**src/rtl/bch_err_correct_decision_pkg.sv**
```systemverilog
// Shared definitions for the BCH error-correction decision stage and the Chien search.
// The bit-length helper sizes the root-count/degree fields identically in both stages.
package bch_err_correct_decision_pkg;

    typedef enum logic {
        IDLE = 1'b0,
        RUN  = 1'b1
    } state_t;

    // Number of bits needed to hold v (at least 1).
    function automatic int bit_len(input int v);
        int n;
        n = 1;
        for (int i = 0; i < 31; i++) begin
            if ((v >> i) != 0) begin
                n = i + 1;
            end
        end
        return n;
    endfunction

endpackage

```
**src/rtl/bch_err_correct_decision.sv**
```systemverilog
// Flips the received bits flagged by the Chien search, forwards the corrected chunks
// and issues one success/failure decision per frame.
module bch_err_correct_decision
    import bch_err_correct_decision_pkg::*;
#(
    parameter  int PARALLELISM   = 4,
    parameter  int EQUATION_POW  = 3,
    parameter  int CHUNK_NUM     = 256,
    localparam int CNT_LEN       = bit_len(EQUATION_POW),
    localparam int CHUNK_CNT_LEN = (CHUNK_NUM > 1) ? $clog2(CHUNK_NUM) : 1
) (
    input  logic                   clk,
    input  logic                   in_ctr_Arst_n,
    input  logic                   in_ctr_en,
    input  logic                   in_ctr_init,
    input  logic                   in_ctr_done,
    input  logic [CNT_LEN-1:0]     in_degree,
    input  logic [PARALLELISM-1:0] in_data,
    input  logic [PARALLELISM-1:0] in_equal,
    input  logic [CNT_LEN-1:0]     in_errCnt,
    output logic [PARALLELISM-1:0] out_data,
    output logic                   out_data_valid,
    output logic                   out_first,
    output logic                   out_last,
    output logic                   out_dec_valid,
    output logic                   out_dec_success,
    output logic [CNT_LEN-1:0]     out_dec_errCnt,
    output logic                   out_frame_err,
    output logic                   out_abort
);

    localparam logic [CHUNK_CNT_LEN-1:0] LP_LAST = CHUNK_CNT_LEN'(CHUNK_NUM - 1);
    localparam logic [CNT_LEN:0]         LP_MAX  = (CNT_LEN + 1)'(EQUATION_POW);

    state_t                   r_state;
    logic [CHUNK_CNT_LEN-1:0] r_chunk_cnt;
    logic                     r_ovf;
    logic [CNT_LEN-1:0]       r_degree;

    logic                     w_start;
    logic                     w_take;
    logic                     w_done;
    logic                     w_abort;
    logic [CHUNK_CNT_LEN-1:0] w_idx;
    logic                     w_ovf;
    logic [CNT_LEN-1:0]       w_deg;
    logic                     w_frame_err;
    logic                     w_success;

    assign w_start = in_ctr_en & in_ctr_init;
    assign w_take  = w_start | (in_ctr_en & (r_state == RUN));
    assign w_done  = w_take & in_ctr_done;
    assign w_abort = w_start & (r_state == RUN);

    // r_ovf remembers that the counter saturated, so overlong frames are never
    // mistaken for correctly sized ones.
    assign w_idx = w_start ? '0 :
                   (r_chunk_cnt == LP_LAST) ? r_chunk_cnt : r_chunk_cnt + 1'b1;
    assign w_ovf = w_start ? 1'b0 : (r_ovf | (r_chunk_cnt == LP_LAST));
    assign w_deg = w_start ? in_degree : r_degree;

    assign w_frame_err = w_ovf | (w_idx != LP_LAST);
    assign w_success   = ~w_frame_err & ({1'b0, w_deg} <= LP_MAX) & (in_errCnt == w_deg);

    always_ff @(posedge clk or negedge in_ctr_Arst_n) begin
        if (!in_ctr_Arst_n) begin
            r_state         <= IDLE;
            r_chunk_cnt     <= '0;
            r_ovf           <= 1'b0;
            r_degree        <= '0;
            out_data        <= '0;
            out_data_valid  <= 1'b0;
            out_first       <= 1'b0;
            out_last        <= 1'b0;
            out_dec_valid   <= 1'b0;
            out_dec_success <= 1'b0;
            out_dec_errCnt  <= '0;
            out_frame_err   <= 1'b0;
            out_abort       <= 1'b0;
        end else begin
            out_data_valid <= w_take;
            out_first      <= w_start;
            out_last       <= w_done;
            out_dec_valid  <= w_done;
            out_abort      <= w_abort;
            if (w_take) begin
                out_data    <= in_data ^ in_equal;
                r_chunk_cnt <= w_idx;
                r_ovf       <= w_ovf;
                r_degree    <= w_deg;
                r_state     <= in_ctr_done ? IDLE : RUN;
            end
            if (w_done) begin
                out_dec_success <= w_success;
                out_dec_errCnt  <= in_errCnt;
                out_frame_err   <= w_frame_err;
            end
        end
    end

endmodule

```
**config.mk**
```make
export PLATFORM = sky130hd
export DESIGN_NAME = bch_err_correct_decision
export DESIGN_NICKNAME = d
export VERILOG_FILES = /design/src/rtl/bch_err_correct_decision_pkg.sv /design/src/rtl/bch_err_correct_decision.sv
export SDC_FILE = /design/constraint.sdc
export NUM_CORES = 1
export LEC_CHECK = 0
export ABC_AREA = 1
export CAP_MARGIN = 20
export CORE_UTILIZATION = 45
export CTS_BUF_LIST = sky130_fd_sc_hd__clkbuf_4 sky130_fd_sc_hd__clkbuf_8
export DETAILED_ROUTE_END_ITERATION = 16
export GPL_ROUTABILITY_DRIVEN = 0
export PLACE_DENSITY_LB_ADDON = 0.12
export SYNTH_ARGS = -nofsm -noshare
export SYNTH_HDL_FRONTEND = slang
export SYNTH_SLANG_ARGS = --single-unit
```
**constraint.sdc**
```tcl
create_clock -name clk -period 2.2 [get_ports clk]
set_input_delay 0.55 -clock clk [delete_from_list [all_inputs] [get_ports clk]]
set_output_delay 0.55 -clock clk [all_outputs]
set_load 0.03 [all_outputs]
```
==> reports/metrics.cfg <==
[status]
outcome=completed

[worst_setup_path]
required_ns=1.65
slowest_stage=clkdlybuf4s50_1
startpoint=out_dec_success$_DFFE_PN0P_
rr_endpoint=out_frame_err$_DFFE_PN0P_
worstReg2RegStart=r_chunk_cnt[0]$_DFFE_PN0N_
cp_cell_sequence=clkdlybuf4s50_1
reg2reg_depth=12
cp-end-kind=output pin
critical-path-top-delay-family=buffers and inverters
worst-path-max-fanout=2
startpoint_type=flop
crit_arrival_ns=1.39
worstSetupPathType=reg2out
r2r_slack_ns=0.42
cp.buffers_inverters=1
worst_path_largest_cell_delay_ns=0.68

[cts]
ctsResizeCount=0
clk_latency_ns=0.32
clkSinkCount=24
root_buffer=clkbuf_4
cts_inserted_buffers=3
cts.clk_slew.worst_paths_ns=0.13
ctsLongestPathBuffers=2
h-tree-depth=1
postCtsSetupBuffers=0
cts_tree=built
hold_buffers=0

[timing]
rsz0062_at_grt=no
final-max-slew-violation-count=0
fmax_mhz=515.3
period_share_pct=88.21
setup_viol=0
fin_crit_ns=1.941
hold_viol_final=0
fin_setup_tns_ns=0
clock_skew_ns=0.006841
worst_pin_slew_ns=0.3208
maxSlewHeadroom_pct=78.55

[synth]
synth_edf_count=0
yosysWarningCount=0
synth-seq-cells=24
synth-main-ff-cell=dfrtp_1
async_flop_share_pct=100.0
syn_area_sq_mm=0.001220
synth.most_common_cell=nand2_1
synth_seq_area_share_pct=49.23
avgSynthCellArea_sq_um=7.870
synth_cell_types=20
postSynthCellCount=155
synth_top_area_share_pct=49.23
synth_commonest_cells=nand2_1, dfrtp_1, nand3_1, o21ai_0, inv_1
synth_top_area_cell=dfrtp_1
syn_nets=173
synthTopCellsByArea=dfrtp_1, nand2_1, nand3_1, o21ai_0, inv_1

[global_route]
grtUsageMet2_pct=33.13
grt_usage_pct=20.44
grt_pass1_vias=939
grt.overflow.total=0
grt_pass1_wl_um=4250
grt_start_max_net_pins=25
gr-usage-met3_pct=4.802
grtUsageMet1_pct=26.44
grt_antenna_before_repair=0
grt-busiest-layer=met2

[finish]
num-fill-cells=225
num_antenna_cells=0
area_growth_pct=30.15
final_layout_size_suffix_gt1_share_pct=8.511
finalNetCount=207

[placed_design]
hpwl_um=1953
port_buffers=29

[power]
power_mw=1.186
vdd_ir_drop_max_v=0.0004892
total_leakage_power_nw=0.7551
cellPowerDensity_mw_per_mm2=746.8

[min_path]
whs_path_depth=2
hold_path_end=out_frame_err$_DFFE_PN0P_
hp-class=reg2reg
min_from=out_frame_err$_DFFE_PN0P_

[drt]
wirelength_um=2651
vias=1076
avgViaCountPerCell=4.936
drt_pass1_iterations=4
drc_errors=0
ant_nets=0
wire_per_inst_um=12.16
initialDrtViolationCount=28

[die]
die_y_um=54.07
num_rows=18
initial_core_util_pct=48.36
ios=30
dieWidth_um=54.07
die_area_sq_mm=0.002923
core_area_sq_mm=0.002522

[job]
drv_cap=0

[final cells by class]
cell class              count  area, sq um  area share, %
clock buffers               4        36.28          2.285
well taps                  30        37.54          2.364
repair buffers             33        320.3          20.17
inverters                  14        52.55          3.310
multi-input cells         113        540.5          34.04
flip-flops and latches     24        600.6          37.83
[stage by stage]
stage	setup slack, ns	hold slack, ns	cell area [sq um]	cells	utilization, %
after global routing	0.2177	0.5238	1588	218	62.95
after detailed placement	0.1733	0.4637	1551	214	61.51
after floorplan	0.6651	0.2544	1220	155	-
after CTS	0.2481	0.5064	1588	218	62.95
final	0.2593	0.4994	1588	218	62.95
after global placement	0.1808	0.4679	1551	214	61.51
[how the worst max path moves through the flow]
| stage | to | slack (ns) | cells past startpoint |
|---|---|---|---|
| after CTS | out_dec_success | 0.25 | 1 |
| after detailed placement | out_dec_success$_DFFE_PN0P_ | 0.17 | 11 |
| final | out_dec_success | 0.26 | 1 |
| after global routing | out_last | 0.22 | 1 |
| after global placement | out_frame_err$_DFFE_PN0P_ | 0.18 | 10 |
| after floorplan | out_frame_err$_DFFE_PN0P_ | 0.67 | 12 |
[registers in the layout, summed over array words and instances (netlist names)]
register,count
r_chunk_cnt,8
out_data,4
out_dec_errCnt,2
r_degree,2
out_abort,1
out_data_valid,1
out_dec_success,1
out_dec_valid,1
out_first,1
out_frame_err,1
r_ovf,1
r_state,1
[power by group]
| group | internal [mW] | total [mW] | leakage [nW] | switching (mW) |
|---|---|---|---|---|
| Combinational | 0.163 | 0.387 | 0.425 | 0.224 |
| Clock | 0.101 | 0.233 | 0.0210 | 0.132 |
| Sequential | 0.507 | 0.565 | 0.309 | 0.0581 |
[cell usage in the layout (no fill, tap or decap), types with 4 or more instances in the layout]
master	instances
nand2_1	54
clkdlybuf4s50_1	29
dfrtp_1	24
nand3_1	15
o21ai_0	14
inv_1	12
nor2_1	11
xnor2_1	5
a21oi_1	4
buf_4	4
[metal layers]
layer	part of all wire, %	wire length, um
met1	48	1264
met2	47	1251
met3	4.2	112
met4	0.79	21
met5	0	0
[cell families after synthesis]
logic type      synth area share, %
simple gates                  30.97
flops                         49.23
compound gates                8.001
buf+inv                       6.462
xor+xnor                      4.308
fa+ha+maj                     1.025
(Power assumes the default switching activity.)
